<file path="src/rtl/probe_buffer_arbiter.sv">
// probe_buffer_arbiter
//   Shares one probe-buffer command port between N_REQ requesters. A round-robin
//   grant accepts one 64-bit command (plus taint) at a time. The command is issued
//   to the probe buffer with a single-cycle write strobe, and the read data/taint
//   is captured PB_LAT cycles later. That result is then returned to the
//   originating requester. Forwarding a power-off command latches a terminal halt.
//
// Ports
//   clock, reset        : clock, asynchronous active-low reset
//   req_valid/req_ready : per-requester command handshake (ready is one-hot or 0)
//   req_data/req_taint  : packed command words, requester i at [64i+63:64i]
//   rsp_valid/rsp_ready : per-requester response handshake (valid is one-hot or 0)
//   rsp_data/rsp_taint  : shared response payload
//   pb_wen/pb_write/pb_write_taint : probe-buffer command port
//   pb_read/pb_read_taint          : probe-buffer read-back
//   halted, taint_seen  : sticky status flags
module probe_buffer_arbiter #(
  parameter int          N_REQ         = 4,
  parameter int          PB_LAT        = 1,
  parameter logic [63:0] CMD_MASK      = 64'hFFFF_FFFF_FFFF_0000,
  parameter logic [63:0] CMD_POWER_OFF = 64'hAF1B_608E_883B_0000
) (
  input  logic                 clock,
  input  logic                 reset,
  input  logic [N_REQ-1:0]     req_valid,
  output logic [N_REQ-1:0]     req_ready,
  input  logic [64*N_REQ-1:0]  req_data,
  input  logic [64*N_REQ-1:0]  req_taint,
  output logic [N_REQ-1:0]     rsp_valid,
  input  logic [N_REQ-1:0]     rsp_ready,
  output logic [63:0]          rsp_data,
  output logic [63:0]          rsp_taint,
  output logic                 pb_wen,
  output logic [63:0]          pb_write,
  output logic [63:0]          pb_write_taint,
  input  logic [63:0]          pb_read,
  input  logic [63:0]          pb_read_taint,
  output logic                 halted,
  output logic                 taint_seen
);

  localparam int GW = $clog2(N_REQ);
  localparam int CW = $clog2(PB_LAT + 1);

  typedef enum logic [2:0] {S_IDLE, S_ISSUE, S_WAIT, S_RESP, S_HALT} state_t;

  state_t          state_q;
  logic [GW-1:0]   rr_q, rr_d;
  logic [GW-1:0]   gnt_q;
  logic [CW-1:0]   cnt_q;
  logic [63:0]     cmd_q, cmd_taint_q;
  logic [63:0]     rsp_data_q, rsp_taint_q;
  logic            halted_q, taint_seen_q;

  logic [63:0]     req_data_arr  [N_REQ];
  logic [63:0]     req_taint_arr [N_REQ];

  logic            grant_found;
  logic [GW-1:0]   grant_idx;
  logic [GW:0]     cand;

  // Unpack the flat command buses into per-requester words.
  generate
    for (genvar gi = 0; gi < N_REQ; gi++) begin : g_unpack
      assign req_data_arr[gi]  = req_data[64*gi +: 64];
      assign req_taint_arr[gi] = req_taint[64*gi +: 64];
    end
  endgenerate

  // Round-robin pick: scan offsets from N_REQ-1 down to 0 so the smallest
  // offset from rr_q (the first valid at or after the pointer) wins.
  always_comb begin
    grant_found = 1'b0;
    grant_idx   = '0;
    cand        = '0;
    for (int k = N_REQ - 1; k >= 0; k--) begin
      cand = {1'b0, rr_q} + (GW+1)'(k);
      if (cand >= (GW+1)'(N_REQ)) cand = cand - (GW+1)'(N_REQ);
      if (req_valid[cand[GW-1:0]]) begin
        grant_found = 1'b1;
        grant_idx   = cand[GW-1:0];
      end
    end
  end

  always_comb begin
    rr_d = (grant_idx == GW'(N_REQ - 1)) ? '0 : grant_idx + GW'(1);
  end

  always_comb begin
    req_ready = '0;
    if (state_q == S_IDLE && !halted_q && grant_found) req_ready[grant_idx] = 1'b1;
    rsp_valid = '0;
    if (state_q == S_RESP) rsp_valid[gnt_q] = 1'b1;
  end

  assign pb_wen         = (state_q == S_ISSUE);
  assign pb_write       = cmd_q;
  assign pb_write_taint = cmd_taint_q;
  assign rsp_data       = rsp_data_q;
  assign rsp_taint      = rsp_taint_q;
  assign halted         = halted_q;
  assign taint_seen     = taint_seen_q;

  always_ff @(posedge clock or negedge reset) begin
    if (!reset) begin
      state_q      <= S_IDLE;
      rr_q         <= '0;
      gnt_q        <= '0;
      cnt_q        <= '0;
      cmd_q        <= '0;
      cmd_taint_q  <= '0;
      rsp_data_q   <= '0;
      rsp_taint_q  <= '0;
      halted_q     <= 1'b0;
      taint_seen_q <= 1'b0;
    end else begin
      case (state_q)
        S_IDLE: begin
          if (grant_found && !halted_q) begin
            // The latched command doubles as pb_write, so it holds between commands.
            cmd_q       <= req_data_arr[grant_idx];
            cmd_taint_q <= req_taint_arr[grant_idx];
            gnt_q       <= grant_idx;
            rr_q        <= rr_d;
            state_q     <= S_ISSUE;
          end
        end
        S_ISSUE: begin
          cnt_q   <= CW'(PB_LAT - 1);
          state_q <= S_WAIT;
        end
        S_WAIT: begin
          if (cnt_q == '0) begin
            rsp_data_q   <= pb_read;
            rsp_taint_q  <= pb_read_taint;
            taint_seen_q <= taint_seen_q | (|pb_read_taint);
            state_q      <= S_RESP;
          end else begin
            cnt_q <= cnt_q - CW'(1);
          end
        end
        S_RESP: begin
          if (rsp_ready[gnt_q]) begin
            if ((cmd_q & CMD_MASK) == CMD_POWER_OFF) begin
              halted_q <= 1'b1;
              state_q  <= S_HALT;
            end else begin
              state_q  <= S_IDLE;
            end
          end
        end
        S_HALT:  state_q <= S_HALT;
        default: state_q <= S_IDLE;
      endcase
    end
  end

endmodule

</file>
<file path="config.mk">
export PLATFORM = sky130hd
export DESIGN_NAME = probe_buffer_arbiter
export DESIGN_NICKNAME = d
export VERILOG_FILES = /design/src/rtl/probe_buffer_arbiter.sv
export SDC_FILE = /design/constraint.sdc
export NUM_CORES = 1
export LEC_CHECK = 0
export ABC_AREA = 1
export BUFFER_PORTS_ARGS = -buffer_cell sky130_fd_sc_hd__buf_4
export CAP_MARGIN = 0
export CORE_AREA = 2 2 362 364
export CTS_CLUSTER_SIZE = 25
export DETAILED_ROUTE_END_ITERATION = 12
export DIE_AREA = 0 0 364 366
export SLEW_MARGIN = 5
export SYNTH_ARGS = -nofsm -noshare
export SYNTH_HDL_FRONTEND = slang
export SYNTH_SLANG_ARGS = --single-unit
</file>
<file path="constraint.sdc">
create_clock -name clock -period 5.73 [get_ports clock]
set_input_delay 1.719 -clock clock [delete_from_list [all_inputs] [get_ports clock]]
set_output_delay 1.719 -clock clock [all_outputs]
set_load 0.05 [all_outputs]
</file>
==> flow_summary.html <==
<table>
<tr><th>Metric</th><th>Value</th></tr>
<tr><th colspan="2">Min path</th></tr>
<tr><td>Hold Path End</td><td>rsp_data[60]</td></tr>
<tr><td>Startpoint of the tightest hold check path</td><td>rsp_data[60]</td></tr>
<tr><td>Worst Hold Depth</td><td>2</td></tr>
<tr><td>Type of the tightest min-delay check</td><td>reg -&gt; reg</td></tr>
<tr><th colspan="2">Layout</th></tr>
<tr><td>Commonest non-fill, non-tap cell in the layout</td><td>sky130_fd_sc_hd__nand2_1</td></tr>
<tr><td>Ratio of cells with drive above 1 in the final layout</td><td>31.18%</td></tr>
<tr><td>Total Nets Final</td><td>4,022</td></tr>
<tr><td>Number of fill cells in the layout</td><td>14,790</td></tr>
<tr><td>Area overhead of the layout relative to synthesis</td><td>61.46%</td></tr>
<tr><td>Most frequent cells in the layout</td><td>1,135 x sky130_fd_sc_hd__nand2_1, 942 x sky130_fd_sc_hd__buf_4, 418 x sky130_fd_sc_hd__inv_1, 411 x sky130_fd_sc_hd__nand3_1, 265 x sky130_fd_sc_hd__dfrtp_1</td></tr>
<tr><th colspan="2">Logic synthesis</th></tr>
<tr><td>Sequential element share of the synthesized area</td><td>41.00%</td></tr>
<tr><td>Cell Area, Synth</td><td>16,170 sq um</td></tr>
<tr><td>Post-Syn Area per Cell</td><td>6.411 sq um</td></tr>
<tr><td>Synth unique cells</td><td>33</td></tr>
<tr><td>Synthesized Nets</td><td>3,177</td></tr>
<tr><td>Number of standard cells after synthesis</td><td>2,523</td></tr>
<tr><td>Yosys warnings</td><td>0</td></tr>
<tr><td>Number of storage elements in the synthesis netlist</td><td>265</td></tr>
<tr><th colspan="2">Global routing</th></tr>
<tr><td>Maximum number of pins on one net before global-route repair</td><td>171</td></tr>
<tr><td>Number of antenna violations at the first check in global routing</td><td>28</td></tr>
<tr><td>Vias in the first global route</td><td>19,160</td></tr>
<tr><td>Gr usage total</td><td>14.95%</td></tr>
<tr><td>Wire length of the first global-routing pass</td><td>141.9 mm</td></tr>
<tr><td>Global route overflow</td><td>0</td></tr>
<tr><th colspan="2">Floorplan</th></tr>
<tr><td>Horizontal extent of the die</td><td>364 microns</td></tr>
<tr><td>Die area</td><td>133,200 sq um</td></tr>
<tr><td>Core Region</td><td>129,000 sq um</td></tr>
<tr><td>Number of top-level pins</td><td>917</td></tr>
<tr><td>Vertical extent of the die</td><td>366 microns</td></tr>
<tr><td>Cell row count</td><td>132</td></tr>
<tr><td>Starting Density</td><td>12.54%</td></tr>
<tr><th colspan="2">Routing</th></tr>
<tr><td>DRC viols</td><td>0</td></tr>
<tr><td>Detailed-route wire length per cell</td><td>20.19 microns</td></tr>
<tr><td>Iteration-0 DRC count of the detailed router</td><td>1,179</td></tr>
<tr><td>Routed Wire Length</td><td>103.8 mm</td></tr>
<tr><td>Antenna violation net count after detailed routing</td><td>0</td></tr>
<tr><td>Total vias in the final route</td><td>19,470</td></tr>
<tr><td>Number of detailed-routing iterations run before antenna repair</td><td>5</td></tr>
<tr><td>Average vias per placed instance</td><td>3.786</td></tr>
<tr><th colspan="2">Clock network</th></tr>
<tr><td>Clock Pin Slew Worst Setup and Hold Paths</td><td>50 ps</td></tr>
<tr><td>Number of buffers inserted by post-CTS setup repair</td><td>0</td></tr>
<tr><td>CTS buffer count</td><td>38</td></tr>
<tr><td>Clock tree from TritonCTS</td><td>yes</td></tr>
<tr><td>Clock latency on the worst-skew pair</td><td>590 ps</td></tr>
<tr><td>Post-cts repair resize count</td><td>0</td></tr>
<tr><td>CTS Hold Buffers Added</td><td>0</td></tr>
<tr><td>CTS max path bufs</td><td>3</td></tr>
<tr><td>Num Clock Sinks</td><td>265</td></tr>
<tr><td>Clk root buf</td><td>sky130_fd_sc_hd__clkbuf_16</td></tr>
<tr><td>Maximum level of the CTS H-tree</td><td>2</td></tr>
<tr><th colspan="2">Setup path</th></tr>
<tr><td>Worst reg2reg setup slack</td><td>2430 ps</td></tr>
<tr><td>Class of the most critical setup path</td><td>in -&gt; out</td></tr>
<tr><td>Required time of the worst setup path</td><td>4010 ps</td></tr>
<tr><td>Kind of end point of the critical path</td><td>primary output</td></tr>
<tr><td>Cell chain of the critical path</td><td>buf_4 &gt; inv_1 &gt; nand2_1 &gt; nand3_1 &gt; nand2_1 &gt; nand3_2 &gt; nand2_1 &gt; nand2_4 &gt; nand2_8 &gt; ha_1 &gt; inv_1 &gt; nor2_1 &gt; buf_4</td></tr>
<tr><td>Worst Path Max Fanout</td><td>37</td></tr>
<tr><td>Reg2reg end</td><td>pb_write[44]</td></tr>
<tr><td>Worst reg2reg startpoint</td><td>rr_q[0]</td></tr>
<tr><td>Kind of start point of the critical path</td><td>input pin</td></tr>
<tr><td>Delay contributed by the slowest stage of the critical path</td><td>250 ps</td></tr>
<tr><td>Buffering stage count on the worst path with inverters included</td><td>4</td></tr>
<tr><td>Dominant cell type by count on the critical path</td><td>sky130_fd_sc_hd__nand2_1</td></tr>
<tr><td>Dominant delay contributor by cell family on the critical path</td><td>simple AND/OR/NAND/NOR gates</td></tr>
<tr><td>Master of the slowest instance on the critical path</td><td>sky130_fd_sc_hd__buf_4</td></tr>
<tr><td>Worst Reg-to-Reg Cells</td><td>15</td></tr>
<tr><td>Arrival @ worst endpoint</td><td>3380 ps</td></tr>
<tr><th colspan="2">Placement</th></tr>
<tr><td>Routability Congestion</td><td>0.9393</td></tr>
<tr><td>Port buffer count</td><td>916</td></tr>
<tr><td>Detailed-placement wirelength estimate</td><td>83.89 mm</td></tr>
<tr><th colspan="2">STA</th></tr>
<tr><td>Layout Skew</td><td>14.94 ps</td></tr>
<tr><td>Headroom to the max-slew limit</td><td>28.74%</td></tr>
<tr><td>Sum Neg Setup Slack</td><td>0 ps</td></tr>
<tr><td>Setup Viol. Count Final</td><td>0</td></tr>
<tr><td>Final hold violation count</td><td>0</td></tr>
<tr><td>Transition time of the tightest slew-check pin</td><td>1069 ps</td></tr>
<tr><td>Share of the cycle needed by the critical path after routing</td><td>88.90%</td></tr>
<tr><td>Max Transition Viols Final</td><td>0</td></tr>
<tr><td>Setup repair after global routing missed its margin</td><td>no</td></tr>
<tr><td>Worst slack on hold paths</td><td>469.8 ps</td></tr>
<tr><td>Highest achievable clock rate</td><td>0.1963 GHz</td></tr>
<tr><td>Final worst path period need</td><td>5094 ps</td></tr>
<tr><th colspan="2">Status</th></tr>
<tr><td>Outcome</td><td>finished clean</td></tr>
<tr><th colspan="2">Job</th></tr>
<tr><td>Maximum Capacitance Violations</td><td>0</td></tr>
<tr><th colspan="2">Pwr</th></tr>
<tr><td>Static power due to leakage</td><td>14.57 nW</td></tr>
<tr><td>Ratio of total power to cell area</td><td>196.2 nW/um^2</td></tr>
<tr><td>Peak ir drop on the vdd network</td><td>0.0001647 V</td></tr>
</table>
[cell type report]
type / count / area (sq um) / share of cell area (%)
clock buffers: 48 / 1018 / 3.900
well taps: 1742 / 2180 / 8.346
flip-flops and latches: 265 / 6631 / 25.39
multi-input cells: 1690 / 7259 / 27.80
repair buffers: 949 / 7207 / 27.60
inverters: 424 / 1599 / 6.123
clock inverters: 14 / 195.2 / 0.7474
diodes: 10 / 25.02 / 0.09582
[logic make-up (layout without fill, tap and decap cells)]
group                    Yosys count  in the layout  synth area share [%]
other                              0             10                     0
AO/OA/AOI/OAI                     25             25                0.8742
AND/OR/NAND/NOR                 1661           1661                 43.52
buffers and inverters            568           1435                 14.30
flip-flops                       265            265                 41.00
adder cells (fa/ha/maj)            4              4                0.3094
[synth_stat cells]
cell                          n  area (sq um)
sky130_fd_sc_hd__nor3_1       8         40.04
sky130_fd_sc_hd__and3_1       1         6.260
sky130_fd_sc_hd__or2_0       13         81.33
sky130_fd_sc_hd__buf_6        5         56.30
sky130_fd_sc_hd__buf_2       88         440.4
sky130_fd_sc_hd__inv_4        1         6.260
sky130_fd_sc_hd__nand3_1    411          2057
sky130_fd_sc_hd__nand4_1     11         68.82
sky130_fd_sc_hd__o21a_1       1         7.510
sky130_fd_sc_hd__nand2_4      1         11.26
sky130_fd_sc_hd__nor4_1      17         106.4
sky130_fd_sc_hd__nand3_4      1         17.52
sky130_fd_sc_hd__buf_4        8         60.06
sky130_fd_sc_hd__o21ai_0     19         95.09
sky130_fd_sc_hd__a22oi_1      1         7.510
sky130_fd_sc_hd__nor3b_1      1         7.510
sky130_fd_sc_hd__nand3_2      3         30.03
sky130_fd_sc_hd__or2_2       33         206.5
sky130_fd_sc_hd__a21oi_1      1         5.000
sky130_fd_sc_hd__nor2_4       2         22.52
sky130_fd_sc_hd__nand2_2      2         12.51
sky130_fd_sc_hd__nor2_1      17         63.81
sky130_fd_sc_hd__nor2_2       2         12.51
sky130_fd_sc_hd__nand2_1   1135          4260
sky130_fd_sc_hd__o21ai_1      2         10.01
sky130_fd_sc_hd__ha_1         4         50.05
sky130_fd_sc_hd__clkbuf_1    43         161.4
sky130_fd_sc_hd__o21ai_4      1         16.27
sky130_fd_sc_hd__dfrtp_1    265          6631
sky130_fd_sc_hd__inv_2        5         18.77
sky130_fd_sc_hd__inv_1      418          1569
sky130_fd_sc_hd__nor2_8       1         20.02
sky130_fd_sc_hd__nand3b_1     2         15.01
[power breakdown]
part | total (mW) | leakage, nW | switching [mW] | internal, mW
Sequential | 1.87 | 3.01 | 0 | 1.87
Combinational | 0.840 | 11.0 | 0.434 | 0.406
Clock | 2.41 | 0.593 | 1.02 | 1.40
Total | 5.12 | 14.6 | 1.45 | 3.67
[per-stage QoR]
step | power (mW) | setup WS [ps] | utilization [%] | std cells | area, sq um
after detailed placement | 2.755 | 663.4 | 19.29 | 5070 | 24880
after global placement | 2.754 | 622.4 | 19.29 | 5070 | 24880
after CTS | 5.245 | 652.5 | 20.23 | 5132 | 26090
final | 5.123 | 635.7 | 20.25 | 5142 | 26120
after global routing | 5.386 | 519.8 | 20.24 | 5138 | 26110
after floorplan | 2.218 | 487.7 | - | 2523 | 16170
[per-layer routing]
layer	vias to the layer above	track usage, %	part of all wire, %
met1	9245	17.65	40
met3	161	4.273	8.0
li1	9271	-	-
met2	777	25.78	48
met5	-	0	0.11
met4	16	4.899	3.5
[tightest hold or removal path: stages, from the launching register on]
cell	delay [ps]
sky130_fd_sc_hd__dfrtp_1	340
sky130_fd_sc_hd__nand2_1	50
sky130_fd_sc_hd__nand2_1	50
[worst max-delay path by stage]
| stage | to | slack [ps] | depth (start not counted) | from |
|---|---|---|---|---|
| finish | req_ready[0] | 640 | 13 | req_valid[3] |
| global route | req_ready[0] | 520 | 11 | req_valid[3] |
| CTS | req_ready[0] | 650 | 13 | req_valid[3] |
| detailed placement | req_ready[0] | 660 | 13 | req_valid[3] |
| global placement | req_ready[0] | 620 | 12 | req_valid[2] |
| floorplan | req_ready[3] | 490 | 13 | req_valid[1] |
[registers in the layout (all words and copies together) (netlist names)]
name and cells:
state_q 3, rr_q 2, gnt_q 2, rsp_taint 64, rsp_data 64, pb_write_taint 64, halted 1, pb_write 64
taint_seen 1
Note: power is estimated with default switching activity, not from simulation.
